**src/rtl/serial_tx_pkg.sv**
```systemverilog
// Shared definitions for the serial-bit link transmitter.
package serial_tx_pkg;

  localparam int unsigned DEFAULT_WIDTH = 8;
  localparam int unsigned DEFAULT_DIV   = 100_000_000;
  localparam int unsigned IDX_W         = 4;

  // Transmitter states; encoding is visible to the lab debug display.
  typedef enum logic [1:0] {
    ST_IDLE  = 2'd0,
    ST_SHIFT = 2'd1,
    ST_DONE  = 2'd2
  } state_e;

  // One-clock history of the debounced button levels.
  typedef struct packed {
    logic step;
    logic load;
  } btn_hist_t;

endpackage

```
**src/rtl/serial_tx_tick_gen.sv**
```systemverilog
// Step divider: counts enabled cycles and pulses tick when it wraps at DIV-1.
module serial_tx_tick_gen #(
  parameter int unsigned DIV = 4
) (
  input  logic clk,
  input  logic rst,
  input  logic en,
  input  logic clr,
  output logic tick
);

  localparam int unsigned CW = (DIV > 1) ? $clog2(DIV) : 1;

  logic [CW-1:0] cnt_q, cnt_d;
  logic          wrap;

  // Next count: clear wins, otherwise advance and wrap while enabled.
  always_comb begin
    cnt_d = cnt_q;
    wrap  = (cnt_q == CW'(DIV - 1));
    if (clr) begin
      cnt_d = '0;
    end else if (en) begin
      cnt_d = wrap ? '0 : cnt_q + CW'(1);
    end
  end

  // Counter register with synchronous active-low reset.
  always_ff @(posedge clk) begin
    if (!rst) begin
      cnt_q <= '0;
    end else begin
      cnt_q <= cnt_d;
    end
  end

  assign tick = en & wrap;

endmodule

```
**src/rtl/serial_tx.sv**
```systemverilog
// Parallel-in/serial-out pattern transmitter for the lab serial-bit link.
module serial_tx
  import serial_tx_pkg::*;
#(
  parameter int unsigned WIDTH     = DEFAULT_WIDTH,
  parameter int unsigned DIV       = DEFAULT_DIV,
  parameter bit          MSB_FIRST = 1'b1
) (
  input  logic             clk,
  input  logic             rst,
  input  logic             step,
  input  logic             load,
  input  logic             auto,
  input  logic             loop,
  input  logic [WIDTH-1:0] pattern,
  output logic             dout,
  output logic             busy,
  output logic             done,
  output logic [IDX_W-1:0] bit_idx,
  output logic [WIDTH-1:0] sreg
);

  state_e           state_q, state_d;
  btn_hist_t        hist_q;
  logic             dout_q, dout_d;
  logic             busy_q, busy_d;
  logic             done_q, done_d;
  logic [IDX_W-1:0] bit_idx_q, bit_idx_d;
  logic [WIDTH-1:0] sreg_q, sreg_d;
  logic [WIDTH-1:0] saved_q, saved_d;

  logic ld_e;
  logic st_e;
  logic tick;
  logic step_ev;
  logic load_ok;
  logic div_en;

  // Bit at the send end of a register image.
  function automatic logic send_bit(input logic [WIDTH-1:0] v);
    return MSB_FIRST ? v[WIDTH-1] : v[0];
  endfunction

  // Move the register one place toward the send end, zero-filling behind.
  function automatic logic [WIDTH-1:0] shift_once(input logic [WIDTH-1:0] v);
    return MSB_FIRST ? {v[WIDTH-2:0], 1'b0} : {1'b0, v[WIDTH-1:1]};
  endfunction

  assign ld_e    = load & ~hist_q.load;
  assign st_e    = step & ~hist_q.step;
  assign step_ev = auto ? tick : st_e;
  assign load_ok = ld_e & (state_q != ST_SHIFT);
  assign div_en  = (state_q == ST_SHIFT);

  serial_tx_tick_gen #(
    .DIV (DIV)
  ) u_tick_gen (
    .clk  (clk),
    .rst  (rst),
    .en   (div_en),
    .clr  (load_ok),
    .tick (tick)
  );

  // Button history; reset copies live levels so a held button gives no edge.
  always_ff @(posedge clk) begin
    if (!rst) begin
      hist_q.step <= step;
      hist_q.load <= load;
    end else begin
      hist_q.step <= step;
      hist_q.load <= load;
    end
  end

  // Next-state and datapath: load starts a transfer, step events walk the bits.
  always_comb begin
    state_d   = state_q;
    dout_d    = dout_q;
    bit_idx_d = bit_idx_q;
    sreg_d    = sreg_q;
    saved_d   = saved_q;
    busy_d    = 1'b0;
    done_d    = 1'b0;

    case (state_q)
      ST_IDLE, ST_DONE: begin
        // Load wins over a coincident step; steps alone do nothing here.
        if (ld_e) begin
          state_d   = ST_SHIFT;
          saved_d   = pattern;
          sreg_d    = pattern;
          bit_idx_d = '0;
          dout_d    = send_bit(pattern);
        end
      end
      ST_SHIFT: begin
        if (step_ev) begin
          if (bit_idx_q != IDX_W'(WIDTH - 1)) begin
            bit_idx_d = bit_idx_q + IDX_W'(1);
            sreg_d    = shift_once(sreg_q);
            dout_d    = send_bit(shift_once(sreg_q));
          end else if (loop) begin
            bit_idx_d = '0;
            sreg_d    = saved_q;
            dout_d    = send_bit(saved_q);
          end else begin
            state_d = ST_DONE;
            dout_d  = 1'b0;
          end
        end
      end
      default: begin
        state_d = ST_IDLE;
      end
    endcase

    busy_d = (state_d == ST_SHIFT);
    done_d = (state_d == ST_DONE);
  end

  // State and output registers with synchronous active-low reset.
  always_ff @(posedge clk) begin
    if (!rst) begin
      state_q   <= ST_IDLE;
      dout_q    <= 1'b0;
      busy_q    <= 1'b0;
      done_q    <= 1'b0;
      bit_idx_q <= '0;
      sreg_q    <= '0;
      saved_q   <= '0;
    end else begin
      state_q   <= state_d;
      dout_q    <= dout_d;
      busy_q    <= busy_d;
      done_q    <= done_d;
      bit_idx_q <= bit_idx_d;
      sreg_q    <= sreg_d;
      saved_q   <= saved_d;
    end
  end

  assign dout    = dout_q;
  assign busy    = busy_q;
  assign done    = done_q;
  assign bit_idx = bit_idx_q;
  assign sreg    = sreg_q;

endmodule

```
**config.mk**
```make
export PLATFORM = sky130hd
export DESIGN_NAME = serial_tx
export DESIGN_NICKNAME = d
export VERILOG_FILES = /design/src/rtl/serial_tx_pkg.sv /design/src/rtl/serial_tx_tick_gen.sv /design/src/rtl/serial_tx.sv
export SDC_FILE = /design/constraint.sdc
export NUM_CORES = 1
export LEC_CHECK = 0
export ABC_AREA = 1
export CAP_MARGIN = 20
export CELL_PAD_IN_SITES_DETAIL_PLACEMENT = 0
export CELL_PAD_IN_SITES_GLOBAL_PLACEMENT = 1
export CORE_ASPECT_RATIO = 1.4
export CORE_MARGIN = 5
export CORE_UTILIZATION = 40
export CTS_BUF_LIST = sky130_fd_sc_hd__clkbuf_16
export CTS_CLUSTER_SIZE = 28
export DETAILED_ROUTE_END_ITERATION = 8
export HOLD_SLACK_MARGIN = 0.06
export PLACE_DENSITY_LB_ADDON = 0.1
export SYNTH_ARGS = -nofsm -noshare
export SYNTH_HDL_FRONTEND = slang
export SYNTH_SLANG_ARGS = --single-unit
export TNS_END_PERCENT = 10
```
**constraint.sdc**
```tcl
create_clock -name clk -period 1.88 [get_ports clk]
set_input_delay 0.47 -clock clk [delete_from_list [all_inputs] [get_ports clk]]
set_output_delay 0.47 -clock clk [all_outputs]
set_load 0.005 [all_outputs]
```
==> results.yml, run 1 <==
synthesis:
  postSynthCellCount: 440
  synth.cell_area_mm2: 0.00287
  synth.yosys.warnings: 0
  synth.yosys.seq_area_share: 0.376
  postSynthNetCount: 456
  yosys.cell_types.count: 30
  ffs_latches_synth: 54
  postSynthAreaPerCell_um2: 6.53
worst_hold_path:
  hold_path_startpoint: "saved_q[2]"
  hold_class: "reg2reg"
power_and_ir_drop:
  p_int_mw: 1.95
  power-per-cell-area_mw_per_mm2: 739
  power.switching_fraction: 0.277
  power_leakage_nw: 1.46
  comb_power_share: 0.202
  seq_power_share: 0.465
  clockPowerShare: 0.333
  net_sw_power_mw: 0.746
  peakVddDrop_mv: 0.364
final_layout:
  layout-drive-gt1-share: 0.116
  mostFrequentLayoutCells: "sky130_fd_sc_hd__nand2_1, sky130_fd_sc_hd__nor2_1, sky130_fd_sc_hd__inv_1, sky130_fd_sc_hd__dfxtp_1, sky130_fd_sc_hd__clkdlybuf4s50_1"
  antennaDiodeCount: 0
  fillers: 745
  num-nets-final: 507
  area_used_by_multi_input_combinational_logic_mm2: 0.00153
  final_core_utilization: 0.522
  layout.cells.most_common: "sky130_fd_sc_hd__nand2_1"
  area_growth_pct: 26.8
  final-seq-area_mm2: 0.00108
  layout.cell_area.non_filler_mm2: 0.00364
die:
  io_pins: 29
  core_area_mm2: 0.00698
  floorplan.initialDensity: 0.411
  dieArea_mm2: 0.00900
  chipWidth_um: 81.6
  chipHeight_um: 110
  num_rows: 36
clocking:
  clock-root-buffer: "sky130_fd_sc_hd__clkbuf_16"
  cts_inserted_buffers: 5
  clk_pin_slew_worst_paths_ns: 0.07
  clock_sinks: 54
  cts_tree: "built"
  clock_tree.htree_level_count: 2
  cts-root-to-sink-buffers: 2
  insertion_delay_ns: 0.29
routing:
  initialDrtViolationCount: 83
  drtAntennaViolNets: 0
  drt_pass1_iterations: 4
  routed_wire_length_per_instance_um: 13.1
  post_drt_via_cell_ratio: 4.90
  routed_wirelength_um: 7700
  via_count: 2879
  drc_errors: 0
worst_setup_path:
  critPathMaxStageDelay_ns: 0.52
  critPathRequiredTime_ns: 2.07
  critical_path.n_buffers_inverters: 2
  worst-path-max-fanout: 7
  timing.critical_path.arrival_ns: 1.99
  slowest_stage: "sky130_fd_sc_hd__or3b_2"
  r2r_start: "u_tick_gen.cnt_q[4]"
  timing.critical_path.to_type: "flip-flop"
  crit_path_start_kind: "input port"
  crit_path_cell_trace: "clkdlybuf4s50_1 -> or3b_2 -> nand3_4 -> buf_12 -> nand4_1 -> nand2_1 -> nor2_1"
  largest_delay_contributor_family_on_the_critical_path: "simple AND/OR/NAND/NOR gates"
  setup.worst_path.start: "auto"
  worstSetupPathType: "in2reg"
timing:
  finClkSkew_ns: 0.00894
  max_slew.worst_pin.slew_ns: 0.342
  achievable_clock_frequency_ghz: 0.558
  final_period_minus_worst_setup_slack_ns: 1.79
  hold_viol: 0
  timing.max_slew.rel_slack: 0.770
  period_utilization_post_route: 0.953
  finalMaxSlewViolations: 0
  setup_viol: 0
  rsz0062_at_grt: "yes"
  final.setup.tns_ns: 0
run:
  cap_violations: 0
grt:
  grt_max_degree: 22
  grt_overflow: 0
  grt_antenna_before_repair: 0
  groute.usage.overall: 0.188
  grt_pass1_vias: 2909
  global_route_wire_length_before_repair_um: 13100
place:
  gp_congestion: 0.800
  place_area_mm2: 0.00343
  io_buffers: 28
  dp_hpwl_um: 5840
outcome:
  outcome: "completed"
-- path summary, 6_finish.rpt --
kind                              endpoint  slack [ns]  depth (start not counted)
worst max-delay path               sreg[0]        0.09                          7
worst min-delay path            saved_q[2]        0.45                          2
worst max register to register     sreg[0]        0.16                         10
worst min register to register  saved_q[2]        0.45                          2
-- layout make-up --
cell class | instances | share of cell area
well taps | 95 | 0.0326
repair buffers | 53 | 0.139
clock buffers | 5 | 0.0344
inverters | 70 | 0.0732
flip-flops and latches | 54 | 0.298
multi-input cells | 307 | 0.420
clock inverters | 3 | 0.00344
-- stage by stage --
stage,setup slack [ns],hold slack [ns],std cells,power (mW)
floorplan,0.207,0.425,440,1.55
global placement,-0.212,0.432,577,1.79
detailed placement,-0.228,0.440,577,1.79
CTS,0.0132,0.450,585,2.70
global route,-0.00444,0.489,587,2.86
finish,0.0885,0.450,587,2.69
-- worst register-to-register path: cells and delay by family, from the launching register on --
family | cells | cell delay (ns)
buf+inv | 1 | 0.13
flops | 1 | 0.45
simple gates | 9 | 1.03
-- flip-flops by register name, summed over array words and instances, names as in the netlist --
signal and flops:
state_q 2, sreg 8, dout 1, busy 1
bit_idx 4, u_tick_gen.cnt_q 27, saved_q 8, hist_q 2
done 1
-- power groups by stage --
stage	Combinational [mW]	Sequential, mW	Clock (mW)
after global routing	0.614	1.26	0.983
after floorplan	0.279	1.27	0
after global placement	0.512	1.28	0
after detailed placement	0.516	1.28	0
after CTS	0.519	1.25	0.932
final	0.543	1.25	0.897
-- repair_timing --
action	in CTS	in global routing
buffers inserted	0	1
hold endpoints to repair	0	0
gates resized for setup	0	13
hold buffers	0	0
setup endpoints to repair	0	25
-- logic make-up after synthesis --
logic type,after synthesis,synth area share
flip-flops,54,0.376
buffers and inverters,80,0.109
AO/OA/AOI/OAI,60,0.112
AND/OR/NAND/NOR,236,0.370
adder cells (fa/ha/maj),2,0.00871
XOR/XNOR,8,0.0244
-- synth_stat cells, drive strengths merged --
cell     number  area [um^2]
o211ai        4         30.0
clkbuf        5         18.8
and2b         1         8.76
inv          69          259
a2bb2oi       1         8.76
xor2          6         52.6
o22ai         1         6.26
clkinv        1         3.75
xnor2         2         17.5
nand3        29          185
a21oi        27          139
or3b          1         8.76
or2           1         6.26
nand4        17          106
buf           5         31.3
nor2         74          290
ha            2         25.0
o21ai        26          130
nand2        96          370
o21bai        1         7.51
nor3         17         85.1
dfxtp        54         1080
-- per-layer routing --
metal	share of wire	track usage
met4	0.034	0.0903
met3	0.028	0.0309
met5	0	0
met2	0.55	0.354
met1	0.39	0.199
No activity file was read; power rests on OpenSTA's default activity.
==> run 2, diff against run 1 <==
SYNTH_HIERARCHICAL = 1   (was not set)
==> results.yml, run 2 <==
synthesis:
  asyncSetResetFlopFracSynth: 0
  number_of_synthesized_flops_with_an_enable_pin: 0
  ffs_latches_synth: 54
  synth.yosys.seq_area_share: 0.371
  synth.cell_area_mm2: 0.00291
  synth_common_cells: "sky130_fd_sc_hd__nand2_1, sky130_fd_sc_hd__nor2_1, sky130_fd_sc_hd__dfxtp_1"
  post-synth-top-count-cell: "sky130_fd_sc_hd__nand2_1"
  postSynth.topFlopCell: "sky130_fd_sc_hd__dfxtp_1"
  synth_top_area_cell: "sky130_fd_sc_hd__dfxtp_1"
  synth.yosys.warnings: 6
  postSynthNetCount: 465
  yosys.cell_types.count: 31
  post-synth-top-area-fraction: 0.371
  postSynthAreaPerCell_um2: 6.49
  synth.area.top_cells: "sky130_fd_sc_hd__dfxtp_1, sky130_fd_sc_hd__nand2_1, sky130_fd_sc_hd__nor2_1, sky130_fd_sc_hd__inv_1, sky130_fd_sc_hd__nand3_1"
  postSynthCellCount: 449
final_layout:
  fillers: 743
  largest_register_ff_count: 27
  layout-drive-gt1-share: 0.139
  layout.cells.most_common: "sky130_fd_sc_hd__nand2_1"
  antennaDiodeCount: 0
  top_register: "u_tick_gen/cnt_q"
  num-nets-final: 519
  mostFrequentLayoutCells: "sky130_fd_sc_hd__nand2_1, sky130_fd_sc_hd__nor2_1, sky130_fd_sc_hd__dfxtp_1, sky130_fd_sc_hd__inv_1, sky130_fd_sc_hd__clkdlybuf4s50_1"
  area_growth_pct: 27.2
  final_core_utilization: 0.528
  layout.cell_area.non_filler_mm2: 0.00371
power_and_ir_drop:
  peakVddDrop_mv: 0.383
  power-per-cell-area_mw_per_mm2: 734
  power_leakage_nw: 1.52
clocking:
  clk_pin_slew_worst_paths_ns: 0.07
  ctsHoldBuffers: 0
  postCtsSetupRepairBufs: 0
  clock_sinks: 54
  clock-root-buffer: "sky130_fd_sc_hd__clkbuf_16"
  cts_tree: "built"
  cts_inserted_buffers: 5
  insertion_delay_ns: 0.29
  clock_tree.htree_level_count: 2
  cts-root-to-sink-buffers: 2
routing:
  drc_errors: 0
  post_drt_via_cell_ratio: 4.53
  via_count: 2716
  routed_wirelength_um: 6760
  drtAntennaViolNets: 0
  routed_wire_length_per_instance_um: 11.3
  initialDrtViolationCount: 101
  drt_pass1_iterations: 4
place:
  io_buffers: 28
  gp_congestion: 0.830
  dp_hpwl_um: 5210
  pre_cts_ws_ns: 0.0101
  place_area_mm2: 0.00350
timing:
  max_slew.worst_pin.slew_ns: 0.260
  final.setup.tns_ns: 0
  finalMaxSlewViolations: 0
  period_utilization_post_route: 0.927
  achievable_clock_frequency_ghz: 0.574
  fin_hold_ws_ns: 0.451
  rsz0062_at_grt: "yes"
  timing.max_slew.rel_slack: 0.825
  fin_ws_ns: 0.137
  finClkSkew_ns: 0.00716
  final_period_minus_worst_setup_slack_ns: 1.74
  setup_viol: 0
  hold_viol: 0
outcome:
  outcome: "completed"
worst_hold_path:
  hold_class: "reg2reg"
  min_delay_path_depth: 2
grt:
  grt_pass1_vias: 2607
  global_route_wire_length_before_repair_um: 11400
  groute.usage.overall: 0.159
  grt_max_degree: 21
  grt_overflow: 0
  grt_antenna_before_repair: 0
worst_setup_path:
  largest_delay_contributor_family_on_the_critical_path: "buffers and inverters"
  worstSetupPathType: "reg2out"
  crit_path_cell_trace: "clkdlybuf4s50_1"
  slowest_stage: "sky130_fd_sc_hd__clkdlybuf4s50_1"
  rr_worst_depth: 13
  critical_path.n_buffers_inverters: 1
  timing.critical_path.arrival_ns: 1.27
  timing.critical_path.to_type: "output pin"
  critPathMaxStageDelay_ns: 0.54
  critPathRequiredTime_ns: 1.41
  worst-path-max-fanout: 6
  crit_path_start_kind: "flip-flop"
  cp.depth: 1
die:
  chipHeight_um: 111
  num_rows: 36
  io_pins: 29
  floorplan.initialDensity: 0.415
  chipWidth_um: 82.1
  dieArea_mm2: 0.00912
  core_area_mm2: 0.00703
run:
  cap_violations: 0
[run 2: cell types whose count changed after synthesis, sizes merged, moves of 2 or more]
cell    delta
xor2       +2
nand2     +39
buf        +5
o21ai     -13
nor2      +30
a21oi      -8
nand4     -11
inv       -15
o211ai     -4
nor3      -12
clkbuf     -5
[run 2: cell type report]
class	count	area, um^2	share of cell area
multi-input cells	330	1580	0.427
flip-flops and latches	54	1080	0.292
repair buffers	57	523	0.141
inverters	55	206	0.0557
clock buffers	5	125	0.0337
well taps	95	119	0.0321
clock inverters	3	68.8	0.0186
[run 2: where the power goes]
part	switching [mW]	internal, mW
combinational	0.165	0.153
sequential	0.0229	1.19
clock	0.428	0.766
total	0.616	2.10
[run 2: stage by stage]
step	cells	power, mW
after CTS	599	2.76
after detailed placement	591	1.55
after global placement	591	1.55
after floorplan	449	1.41
after global routing	599	2.85
final	599	2.72
[run 2: path summary, 6_finish.rpt]
check	slack [ns]	from	end
setup / recovery	0.14	bit_idx[0]	bit_idx[0]
hold / removal	0.45	saved_q[1]	saved_q[1]
setup reg to reg	0.14	u_tick_gen/cnt_q[0]	bit_idx[3]
hold reg to reg	0.45	saved_q[1]	saved_q[1]
[run 2: timing repair]
item	in CTS	in global routing
gates resized for setup	0	4
endpoints found under the setup margin	0	14
hold endpoints to repair	0	0
[run 2: cell families (layout without fill, tap and decap cells)]
logic type,Yosys count,count (layout),synth area share
adder cells (fa/ha/maj),2,2,0.00859
AND/OR/NAND/NOR,281,281,0.430
flip-flops,54,54,0.371
buffers and inverters,65,120,0.0915
XOR/XNOR,11,11,0.0331
AO/OA/AOI/OAI,36,36,0.0657
[run 2: worst register-to-register path: stages (launching register included)]
cell and delay [ns]:
sky130_fd_sc_hd__dfxtp_1 0.34, sky130_fd_sc_hd__ha_1 0.18, sky130_fd_sc_hd__nand3_1 0.10, sky130_fd_sc_hd__nor2_2 0.13, sky130_fd_sc_hd__nand2_1 0.08, sky130_fd_sc_hd__nor2_2 0.12
sky130_fd_sc_hd__inv_1 0.05, sky130_fd_sc_hd__nand2_1 0.08, sky130_fd_sc_hd__nand3_2 0.10, sky130_fd_sc_hd__nand2_4 0.13, sky130_fd_sc_hd__buf_12 0.13, sky130_fd_sc_hd__nand3_1 0.07
sky130_fd_sc_hd__nand2_1 0.08, sky130_fd_sc_hd__nor2_1 0.04
[run 2: per-layer routing]
| metal | up-vias | part of all wire | GRT usage |
|---|---|---|---|
| met2 | 51 | 0.52 | 0.288 |
| li1 | 1485 | - | - |
| met1 | 1170 | 0.41 | 0.178 |
| met3 | 10 | 0.041 | 0.0252 |
| met5 | - | 0 | 0 |
| met4 | 0 | 0.023 | 0.0665 |
